File: config.mk
export PLATFORM = sky130hd
export DESIGN_NAME = midi_msg_tx
export DESIGN_NICKNAME = d
export VERILOG_FILES = /design/src/rtl/midi_msg_tx.sv
export SDC_FILE = /design/constraint.sdc
export NUM_CORES = 1
export LEC_CHECK = 0
export ABC_CLOCK_PERIOD_IN_PS = 1700
export CAP_MARGIN = 20
export CORE_MARGIN = 1.5
export CORE_UTILIZATION = 40
export CTS_CLUSTER_SIZE = 8
export DETAILED_ROUTE_END_ITERATION = 12
export PLACE_DENSITY = 0.7
export SLEW_MARGIN = 20
export SYNTH_ARGS = -nofsm -noshare
export SYNTH_HDL_FRONTEND = slang
export SYNTH_SLANG_ARGS = --single-unit
File: constraint.sdc
create_clock -name clk -period 1.7 [get_ports clk]
set_clock_uncertainty 0.05 [all_clocks]
set_input_delay 0.34 -clock clk [delete_from_list [all_inputs] [get_ports clk]]
set_output_delay 0.34 -clock clk [all_outputs]
set_load 0.01 [all_outputs]
File: src/rtl/midi_msg_tx.sv
//==============================================================================
// Module      : midi_msg_tx
// Description : MIDI message serialiser feeding a UART transmitter. Accepts a
//               complete message (status + up to two data bytes) in one
//               handshake, decodes the message length from the status byte
//               and streams 1-3 bytes over a valid/ready byte interface.
//               Undefined / data-range status bytes are dropped with an err
//               pulse.
//               Optional feature macro: MIDI_RUNNING_STATUS_EN
//               (running-status compression of channel-voice messages).
// Ports       : clk, reset_n (async, active-low)
//               msg_valid/msg_ready/msg_status/msg_d1/msg_d2 : message input
//               tx_valid/tx_ready/tx_data                    : byte output
//               busy (not idle), err (one-cycle drop pulse)
// Revision    : 1.0 - initial release
//==============================================================================
`default_nettype none

module midi_msg_tx #(
    parameter int RS_TIMEOUT = 50_000_000
) (
    input  logic       clk,
    input  logic       reset_n,
    input  logic       msg_valid,
    output logic       msg_ready,
    input  logic [7:0] msg_status,
    input  logic [7:0] msg_d1,
    input  logic [7:0] msg_d2,
    output logic       tx_valid,
    input  logic       tx_ready,
    output logic [7:0] tx_data,
    output logic       busy,
    output logic       err
);

    localparam logic [1:0] S_IDLE = 2'd0;
    localparam logic [1:0] S_ST   = 2'd1;
    localparam logic [1:0] S_D1   = 2'd2;
    localparam logic [1:0] S_D2   = 2'd3;

    logic [1:0] r_state;
    logic [1:0] w_state_nxt;
    logic [7:0] r_status;
    logic [6:0] r_d1;
    logic [6:0] r_d2;
    logic [1:0] r_len;
    logic       r_tx_valid;
    logic [7:0] r_tx_data;
    logic       r_err;

    logic       w_accept;
    logic [1:0] w_len;          // 0 means the status byte is not transmittable
    logic       w_drop;
    logic       w_skip_st;      // running status hit: start at the first data byte
    logic       w_tx_valid_nxt;
    logic [7:0] w_tx_data_nxt;

    // Data bytes are 7-bit; their top bits are deliberately discarded.
    logic       w_unused_dbits;
    assign w_unused_dbits = msg_d1[7] ^ msg_d2[7];

    assign w_accept = msg_valid && (r_state == S_IDLE);
    assign w_drop   = (w_len == 2'd0);

    // Message length from status byte
    always_comb begin
        w_len = 2'd0;
        if (msg_status[7]) begin
            case (msg_status[7:4])
                4'hC, 4'hD: w_len = 2'd2;
                4'hF: begin
                    if (msg_status[3]) begin
                        w_len = 2'd1;                   // F8-FF real-time
                    end else begin
                        case (msg_status[2:0])
                            3'd1, 3'd3: w_len = 2'd2;
                            3'd2:       w_len = 2'd3;
                            3'd6:       w_len = 2'd1;
                            default:    w_len = 2'd0;   // F0, F4, F5, F7
                        endcase
                    end
                end
                default: w_len = 2'd3;                  // 8x, 9x, Ax, Bx, Ex
            endcase
        end
    end

`ifdef MIDI_RUNNING_STATUS_EN
    localparam int               CNT_W = $clog2(RS_TIMEOUT + 1);
    localparam logic [CNT_W-1:0] C_TO  = CNT_W'(RS_TIMEOUT);

    logic [7:0]       r_rs_reg;
    logic             r_rs_vld;
    logic [CNT_W-1:0] r_idle_cnt;
    logic             w_chan_voice;

    assign w_chan_voice = msg_status[7] && (msg_status[7:4] != 4'hF);
    // The counter compare covers the accept that lands on the very cycle the
    // timeout is reached, before r_rs_vld itself has been cleared.
    assign w_skip_st    = w_chan_voice && r_rs_vld && (r_idle_cnt != C_TO)
                          && (msg_status == r_rs_reg);

    always_ff @(posedge clk or negedge reset_n) begin
        if (!reset_n) begin
            r_rs_reg   <= 8'h00;
            r_rs_vld   <= 1'b0;
            r_idle_cnt <= '0;
        end else begin
            if (w_accept) begin
                r_idle_cnt <= '0;
            end else if ((r_state == S_IDLE) && (r_idle_cnt != C_TO)) begin
                r_idle_cnt <= r_idle_cnt + 1'b1;
            end

            if (r_idle_cnt == C_TO) begin
                r_rs_vld <= 1'b0;
            end

            // Later assignments override the timeout clear above.
            if (w_accept && !w_drop) begin
                if (w_chan_voice) begin
                    r_rs_reg <= msg_status;
                    r_rs_vld <= 1'b1;
                end else if (!msg_status[3]) begin
                    r_rs_vld <= 1'b0;                   // F1, F2, F3, F6
                end
            end
        end
    end
`else
    logic [31:0] w_unused_rs_timeout;
    assign w_unused_rs_timeout = RS_TIMEOUT;
    assign w_skip_st           = 1'b0;
`endif

    // State register
    always_ff @(posedge clk or negedge reset_n) begin
        if (!reset_n) begin
            r_state <= S_IDLE;
        end else begin
            r_state <= w_state_nxt;
        end
    end

    // Next-state logic
    always_comb begin
        w_state_nxt = r_state;
        case (r_state)
            S_IDLE: begin
                if (w_accept && !w_drop) begin
                    w_state_nxt = w_skip_st ? S_D1 : S_ST;
                end
            end
            S_ST: begin
                if (tx_ready) begin
                    w_state_nxt = (r_len == 2'd1) ? S_IDLE : S_D1;
                end
            end
            S_D1: begin
                if (tx_ready) begin
                    w_state_nxt = (r_len == 2'd2) ? S_IDLE : S_D2;
                end
            end
            S_D2: begin
                if (tx_ready) begin
                    w_state_nxt = S_IDLE;
                end
            end
            default: w_state_nxt = S_IDLE;
        endcase
    end

    // Output logic: next values for the registered byte interface. On the
    // accept cycle the message registers are not yet loaded, so the byte is
    // taken straight from the inputs.
    always_comb begin
        w_tx_valid_nxt = (w_state_nxt != S_IDLE);
        w_tx_data_nxt  = r_tx_data;
        case (w_state_nxt)
            S_ST:    w_tx_data_nxt = (r_state == S_IDLE) ? msg_status : r_status;
            S_D1:    w_tx_data_nxt = (r_state == S_IDLE) ? {1'b0, msg_d1[6:0]}
                                                         : {1'b0, r_d1};
            S_D2:    w_tx_data_nxt = {1'b0, r_d2};
            default: w_tx_data_nxt = r_tx_data;
        endcase
    end

    always_ff @(posedge clk or negedge reset_n) begin
        if (!reset_n) begin
            r_status   <= 8'h00;
            r_d1       <= 7'h00;
            r_d2       <= 7'h00;
            r_len      <= 2'd0;
            r_tx_valid <= 1'b0;
            r_tx_data  <= 8'h00;
            r_err      <= 1'b0;
        end else begin
            if (w_accept) begin
                r_status <= msg_status;
                r_d1     <= msg_d1[6:0];
                r_d2     <= msg_d2[6:0];
                r_len    <= w_len;
            end
            r_tx_valid <= w_tx_valid_nxt;
            r_tx_data  <= w_tx_data_nxt;
            r_err      <= w_accept && w_drop;
        end
    end

    assign msg_ready = (r_state == S_IDLE);
    assign busy      = ~msg_ready;
    assign tx_valid  = r_tx_valid;
    assign tx_data   = r_tx_data;
    assign err       = r_err;

endmodule

`default_nettype wire
==> Word level (Yosys, flattened, before mapping) <==
Index checks and enable logic that the tools add are counted.
{ "word_totals": {"reg_bits": 36, "in_bits": 28, "wordCells": 48} }
{ "classes": {"n_bitwise": 1, "mux": 14, "n_eq_ne": 15, "reduce_logical": 10} }
{ "ops": {"columns": ["op", "n"], "rows": [
  ["8-bit one-hot mux with 3 select lines", 1],
  ["2-bit 2-to-1 mux", 8],
  ["4-bit equality test (second input constant)", 3],
  ["2-bit equality test (second input constant)", 5],
  ["8-bit 2-to-1 mux", 1],
  ["2-bit one-hot mux with 4 select lines", 1],
  ["7-bit 2-to-1 mux", 1],
  ["2-bit by 1-bit equality test with 1-bit output (second input constant)", 3],
  ["3-bit by 2-bit equality test with 1-bit output (second input constant)", 2],
  ["2-bit one-hot mux with 3 select lines", 1],
  ["2-bit zero test", 2],
  ["2-bit one-hot mux with 2 select lines", 1],
  ["2-bit OR reduction", 2],
  ["3-bit by 1-bit equality test with 1-bit output (second input constant)", 1],
  ["3-bit equality test (second input constant)", 1],
  ["1-bit logical AND", 3],
  ["3-bit nonzero test", 1],
  ["2-bit nonzero test", 1],
  ["1-bit zero test", 1],
  ["1-bit inverter", 1]
]} }

==> Longest topological paths before layout <==
Gate-level depths: netlist of run 1.
{ "depth": {"ltp_word": 13, "mapped_depth": 6} }

==> Least setup slack after synthesis of run 1 <==
Ideal clock, no wire load.
{ "synth_timing": {"path_kind": "reg-to-reg", "start": "reg r_state[1]", "end": "reg r_tx_data[0], in the netlist tx_data[0]", "setup_ns": 0.123, "period_less_slack_ns": 1.543, "arrival_ns": 1.370, "stages_incl_launch_ff": 6, "n_path_buf": 1, "setup_slack_ns": 0.157, "path_cell_list": "dfrtp_1 > nor2_1 > buf_4 > mux2_2 > a211oi_1 > o2bb2ai_1"} }
{ "synth_between": {"elab_chain_len": 7, "elab_cells_between_ends": 18, "cone_classes": "eq/ne (6); mux (8); reduce/logical (4)"} }
{ "synth_rtl": {"columns": ["element", "line", "source"], "rows": [
  ["from (decl)", "41", "logic [1:0] r_state;"],
  ["from (signal assigned)", "141", "r_state <= w_state_nxt;"],
  ["2-bit zero test", null, null],
  ["1-bit logical AND", "62", "assign w_accept = msg_valid && (r_state == S_IDLE);"],
  ["1-bit logical AND", "150", "if (w_accept && !w_drop) begin"],
  ["2-bit 2-to-1 mux", "150", null],
  ["2-bit one-hot mux with 4 select lines", "148", "case (r_state)"],
  ["2-bit equality test / 2-bit by 1-bit equality test with 1-bit output (equally long branches)", "179", "case (w_state_nxt)"],
  ["8-bit one-hot mux with 3 select lines / 3-bit nonzero test (equally long branches)", null, null],
  ["to (signal assigned)", "205", "r_tx_data <= w_tx_data_nxt;"],
  ["to (decl)", "48", "logic [7:0] r_tx_data;"]
]} }
Several ways; a longest one is shown, not always the timed one.
A chain may end at the register's enable or synchronous reset.

==> Final worst setup path of run 1 <==
{ "layout_timing": {"start": "reg r_len[1]", "end": "reg r_tx_data[6], in the netlist tx_data[6]"} }
{ "layout_between": {"elab_chain_len": 6, "elab_cells_between_ends": 12, "cone_classes": "eq/ne (5); mux (6); reduce/logical (1)"} }
{ "layout_rtl": {"columns": ["element", "line", "source"], "rows": [
  ["from (decl)", "46", "logic [1:0] r_len;"],
  ["from (signal assigned)", "202", "r_len <= w_len;"],
  ["2-bit equality test / 2-bit by 1-bit equality test with 1-bit output (equally long branches)", "161, 156", null],
  ["2-bit 2-to-1 mux (on tied branches)", "161, 156", null],
  ["2-bit 2-to-1 mux (on tied branches)", "160, 155", null],
  ["2-bit one-hot mux with 4 select lines (*)", "148", null],
  ["2-bit equality test / 2-bit by 1-bit equality test with 1-bit output (equally long branches)", "179", null],
  ["8-bit one-hot mux with 3 select lines / 3-bit nonzero test (equally long branches)", null, null]
]} }
Every way passes the cells marked *; elsewhere a longest branch is shown, timed or not.

==> run summary, run 1 <==
outcome -> complete, but fails checks
failing checks -> setup timing
Largest stage delay, worst path -> 0.42 ns
largest net degree at the start of global routing -> 37
global-route wire length before repair -> 6950 µm
placed cell count -> 247
Power Dens Cells -> 1840 nW/µm²
r2r endpoint -> tx_data[6]$_DFFE_PN0P_
Post-synth EDFFs -> 0
commonest cells after routing, fill and taps aside -> dfrtp_1 (36), clkdlybuf4s50_1 (31), mux2_2 (26), buf_4 (26), nand2_1 (9)
Slowest-stage cell, CP -> dfrtp_1
Critical path origin -> r_len[1]$_DFFE_PN0P_
final number of setup-violating endpoints -> 3
#FFs+latches synth -> 36
1st-pass router iterations -> 4
Area growth, synth to finish -> 48.6%
cts bufs inserted -> 5
unrepaired setup endpoints after global routing -> true
CP delay by family, top -> simple AND/OR/NAND/NOR gates
mean post-synth cell area -> 12.3 µm²
FP Rows -> 23
Final Worst Setup Slack -> -0.0533 ns
remaining antenna violation count -> 0
Clock Tree Buf Depth -> 2
relative slew slack -> 72.3%
routed via count -> 1434
Hold Vio Cnt, Final -> 0
Ys Warns -> 0
vias in the first global route -> 1499
Die H -> 69.4 µm
Die Area -> 4820 µm²
Max IR drop VDD -> 0.787 mV
GRT Total Usage -> 18.5%
Pleak -> 1.13 nW
Async S/R FF share, synth -> 100%
Sw Pwr -> 1.71 mW
max frequency -> 0.570 GHz
Core ar. -> 4120 µm²
Hold Path Class -> in -> async
CTS root buf -> clkbuf_8
sequential share of the synthesized area -> 51.0%
DRC -> 0
First DRT Iteration DRCs -> 76
initial core utilization -> 42.9%
hold buffers post-CTS -> 0
synthesized instance count -> 143
Clock Latency Late Sink -> 0.29 ns
WP buf/inv -> 1
post-route cell area -> 2620 µm²
logic gate share of total power -> 54.5%
Sw Ratio -> 35.5%
worst slew pin tran -> 0.414 ns
Multi-input gate area -> 876 µm²
Levels on crit path -> 6
H-tree depth -> 2
gpl congestion -> 0.762
CP Launch Type -> flip-flop
Int Power -> 3.11 mW
Reg2Reg Depth -> 6
# IOs -> 40
minimum clock period -> 1.75 ns
max-slew violations -> 0
CP endpoint kind -> flip-flop
CP Max Fanout -> 5
Synth area leader -> dfrtp_1
WL/cell -> 17.5 µm
crit path to -> tx_data[6]$_DFFE_PN0P_
total grt overflow -> 0
hpwl dp -> 3130 µm
RR Startpoint -> r_len[1]$_DFFE_PN0P_
WS Path Type -> reg -> reg
FILL cells -> 311
drt total wl -> 4630 µm
Cell Chain, Critical Path -> nor2b_1 -> nor3b_1 -> a21o_2 -> buf_4 -> a211oi_1 -> o2bb2ai_1
distinct cell type count after synthesis -> 31
Synth Cell Area -> 1770 µm²
Cell Area, Placed -> 2340 µm²
top-area cell type share of the netlist area -> 51.0%
commonest non-fill, non-tap cell in the layout -> dfrtp_1
Ant. Diodes -> 0
dominant synthesized flop cell -> dfrtp_1
Area contributors post-synth -> dfrtp_1 (51%), mux2_2 (17%), o2bb2ai_1 (3.5%)
initial antenna violation count -> 0
Max Cap Viol -> 0
Port Buffers -> 37
Req. time, crit path -> 1.85 ns
clk sink count -> 36
syn nets -> 171
flop2flop setup slack -> -0.05 ns
Flop pwr share -> 32.4%
CTS clock-pin slew for the worst setup and hold paths -> 0.08 ns
period utilization -> 103%
nets@finish -> 242
crit path DAT -> 1.91 ns
Final Non-Filler Cells -> 265
worst slack at placement -> -0.465 ns
CTS tree -> done
part of the power in the clock network -> 13.1%
vias per inst -> 5.41
Reg area -> 901 µm²
share of layout cells above drive strength 1 -> 42.3%
die width -> 69.4 µm
power by group through the flow:
stage                     combinational [mW]  sequential, mW  clock [mW]
final                                   2.63            1.56       0.634
after global routing                    2.83            1.61       0.677
after CTS                               2.39            1.55       0.644
after detailed placement                2.17            1.58           0
after global placement                  2.10            1.55           0
after floorplan                         1.36            1.53           0
how the worst min path moves through the flow:
| stage | to | slack [ns] | cells after the start |
|---|---|---|---|
| finish | r_d1[5]$_DFFE_PN0P_ | 0.38 | 2 |
| global route | tx_data[4]$_DFFE_PN0P_ | 0.40 | 2 |
| CTS | r_status[0]$_DFFE_PN0P_ | 0.39 | 2 |
| detailed placement | r_status[7]$_DFFE_PN0P_ | 0.43 | 2 |
| global placement | r_status[7]$_DFFE_PN0P_ | 0.42 | 2 |
| floorplan | err$_DFF_PN0_ | -0.006 | 0 |
sequential cells by signal, indices dropped and copies added (netlist names):
register,flops
r_status,8
r_d2,7
r_state,2
r_len,2
tx_data,8
tx_valid,1
err,1
r_d1,7
synthesized netlist by cell type, types with 2 or more instances:
| master | count |
|---|---|
| dfrtp_1 | 36 |
| mux2_2 | 26 |
| nand2_1 | 9 |
| o22ai_1 | 8 |
| a211oi_1 | 7 |
| o2bb2ai_1 | 7 |
| mux2_1 | 5 |
| o21ai_0 | 5 |
| a21oi_1 | 4 |
| inv_1 | 4 |
| nor2_1 | 4 |
| buf_2 | 3 |
| nor2b_1 | 3 |
| a21oi_4 | 2 |
| buf_4 | 2 |
| nor3_4 | 2 |
| or2_4 | 2 |
timing repair:
action	4_1_cts	5_1_grt
cloned	0	1
resized for setup	13	18
endpoints found under the setup margin	11	10
buffers inserted	8	2
pin swaps	7	9
logic make-up (layout without fill, tap and decap cells):
family | count (synthesis) | count (layout) | synth area share, %
flops | 36 | 36 | 51.0
buf+inv | 10 | 82 | 3.19
simple gates | 28 | 28 | 9.78
compound gates | 38 | 38 | 16.2
mux | 31 | 31 | 19.8
area by class of cell:
class | instances | area share (%)
inverters | 4 | 0.572
flip-flops and latches | 36 | 34.3
multi-input cells | 97 | 33.4
repair buffers | 70 | 25.8
clock inverters | 2 | 0.381
well taps | 50 | 2.38
clock buffers | 6 | 3.15
through the flow:
step	util (%)	setup TNS, ns	hold slack, ns	total power, mW
after floorplan	-	0	-0.00559	2.89
after global placement	56.9	-3.71	0.415	3.65
after detailed placement	56.9	-4.49	0.431	3.75
after CTS	61.3	0	0.390	4.59
after global routing	63.8	-0.519	0.399	5.11
final	63.8	-0.0689	0.382	4.82
routing by layer:
layer	routed length (µm)	track usage (%)	vias to the layer above	share of wire, %
met5	0	0	-	0
met4	63	7.84	0	1.4
met3	144	3.49	7	3.1
met1	1880	20.6	715	41
met2	2540	34.1	38	55
li1	-	-	674	-
Note: power is estimated with default switching activity, not from simulation.
==> run 2: changes to the inputs <==
- DONT_BUFFER_PORTS: not set -> 1
- PLACE_DENSITY: 0.7 -> 0.58
- SKIP_CTS_REPAIR_TIMING: not set -> 1
- SKIP_LAST_GASP: not set -> 1
==> run 2 against run 1 <==
The run now ends clean. Worst setup slack better by 0.084 ns. Cell count is 18% lower. Clock power is 0.8% lower. Die area stayed put. Clock-buffer cell count stayed put. Hold slack worse by 0.30 ns. Sequential share of layout area is 8.3 points higher. Critical path depth is 2 lower.
==> run summary, run 2 (synthesized netlist as in run 1, its figures left out) <==
outcome -> finished, final reports clean
worst slew pin tran -> 0.348 ns (-0.0661 ns)
remaining antenna violation count -> 0 (unchanged)
global-route wire length before repair -> 6320 µm (-9.0%)
final number of setup-violating endpoints -> 0 (-3)
total grt overflow -> 0 (unchanged)
Clock Latency Late Sink -> 0.29 ns (about the same)
initial core utilization -> 42.9% (unchanged)
max-slew violations -> 0 (unchanged)
First DRT Iteration DRCs -> 66 (-13%)
clk sink count -> 36 (unchanged)
minimum clock period -> 1.67 ns (-0.0844 ns)
largest net degree at the start of global routing -> 37 (unchanged)
flop2flop setup slack -> 0.05 ns (+0.10 ns)
max frequency -> 0.599 GHz (+5.1%)
CP Launch Type -> flip-flop
commonest non-fill, non-tap cell in the layout -> dfrtp_1
CP Max Fanout -> 7 (+2)
HP Start -> msg_status[7]
GRT Total Usage -> 16.7% (-1.8 points)
drt total wl -> 3880 µm (-16%)
hpwl dp -> 2670 µm (-15%)
commonest cells after routing, fill and taps aside -> dfrtp_1 (35), mux2_2 (26), buf_4 (15)
# IOs -> 40 (unchanged)
Clock Tree Buf Depth -> 2 (unchanged)
relative slew slack -> 76.8% (+4.5 points)
vias per inst -> 5.60 (+3.4%)
WS Path Type -> reg -> out
RR Startpoint -> r_state[1]$_DFF_PN0_
Max IR drop VDD -> 1.06 mV (+35%)
DRC -> 0 (unchanged)
nets@finish -> 193 (-20%)
unrepaired setup endpoints after global routing -> true
Cell Area, Placed -> 1860 µm² (-21%)
Ant. Diodes -> 0 (unchanged)
Die Area -> 4820 µm² (unchanged)
Reg2Reg Depth -> 8 (+2)
CTS clock-pin slew for the worst setup and hold paths -> 0.07 ns (about the same)
TNS Setup -> 0 ns (+0.0689 ns)
Die H -> 69.4 µm (unchanged)
period utilization -> 98.2% (-5.0 points)
FP Rows -> 23 (unchanged)
FILL cells -> 397 (+28%)
crit path DAT -> 1.28 ns (-0.63 ns)
CTS tree -> done
gpl congestion -> 0.725 (-4.9%)
Core ar. -> 4120 µm² (unchanged)
Req. time, crit path -> 1.31 ns (-0.54 ns)
CP endpoint kind -> output pin
1st-pass router iterations -> 4 (unchanged)
share of layout cells above drive strength 1 -> 43.4% (+1.0 points)
H-tree depth -> 2 (unchanged)
Multi-input gate area -> 852 µm² (-2.7%)
Critical path origin -> r_state[1]$_DFF_PN0_
cts bufs inserted -> 5 (unchanged)
post-route cell area -> 2120 µm² (-19%)
vias in the first global route -> 1331 (-11%)
Min Hold Slack -> 0.0815 ns (-0.300 ns)
Max Cap Viol -> 0 (unchanged)
r2r endpoint -> tx_data[2]$_DFFE_PN0P_
CTS root buf -> clkbuf_8
Hold Vio Cnt, Final -> 0 (unchanged)
Area growth, synth to finish -> 19.9%
Power Dens Cells -> 2030 nW/µm² (+10%)
routed via count -> 1209 (-16%)
Port Buffers -> 0 (-100%)
WL/cell -> 17.9 µm (+2.6%)
hold depth -> 1
Hold Path Class -> in -> reg
Hold Path Sink -> err$_DFF_PN0_
Reg area -> 902 µm² (+0.14%)
Pleak -> 0.895 nW (-21%)
die width -> 69.4 µm (unchanged)
initial antenna violation count -> 0 (unchanged)
==> run 2: changes by cell type in the layout (fill, tap and decap cells not counted), sizes merged <==
cell / change
clkdlybuf4s50: -31
buf: -14
dlygate4sd2: -2
dlymetal6s2s: -2
clkbuf: -1
dlygate4sd3: +1
==> run 2: per-stage QoR <==
stage / setup slack (ns) / utilization (%) / total power, mW / cells
CTS: 0.0161 / 47.4 / 3.97 / 204
global placement: 0.0631 / 45.1 / 3.26 / 196
finish: 0.0311 / 51.4 / 4.29 / 216
detailed placement: 0.0353 / 45.1 / 3.33 / 196
floorplan: 0.157 / - / 2.89 / 143
global route: -0.0499 / 51.4 / 4.61 / 216
==> run 2: cell type report <==
class,count,share of cell area [%]
Clock inverter,2,0.473
Clock buffer,6,3.90
Multi-Input combinational cell,97,40.2
Timing Repair Buffer,21,9.10
Tap cell,50,2.96
Sequential cell,36,42.6
Inverter,4,0.709
==> run 2: routing by layer <==
metal | part of all wire (%) | vias up | track usage (%)
met4 | 1.7 | 0 | 7.41
li1 | - | 569 | -
met2 | 51 | 22 | 28.0
met1 | 43 | 611 | 19.9
met5 | 0 | - | 0
met3 | 4.5 | 7 | 4.65
==> run 2: power by group <==
group	switching, mW	internal [mW]	total, mW	leakage, nW
logic	0.945	1.11	2.06	0.412
registers	0.319	1.29	1.61	0.432
clock network	0.306	0.323	0.629	0.0510
==> run 2: critical path, stage by stage (launching register included) <==
cell and delay (ns):
dfrtp_2 0.45, nor2_4 0.15, buf_4 0.12, buf_4 0.16
inv_1 0.11
==> run 2: how the worst max path moves through the flow <==
stage	to	cells after the start
final	busy	4
after global routing	tx_data[3]$_DFFE_PN0P_	8
after CTS	tx_data[6]$_DFFE_PN0P_	7
after detailed placement	tx_data[5]$_DFFE_PN0P_	7
after global placement	tx_data[6]$_DFFE_PN0P_	7
after floorplan	tx_data[0]$_DFFE_PN0P_	5
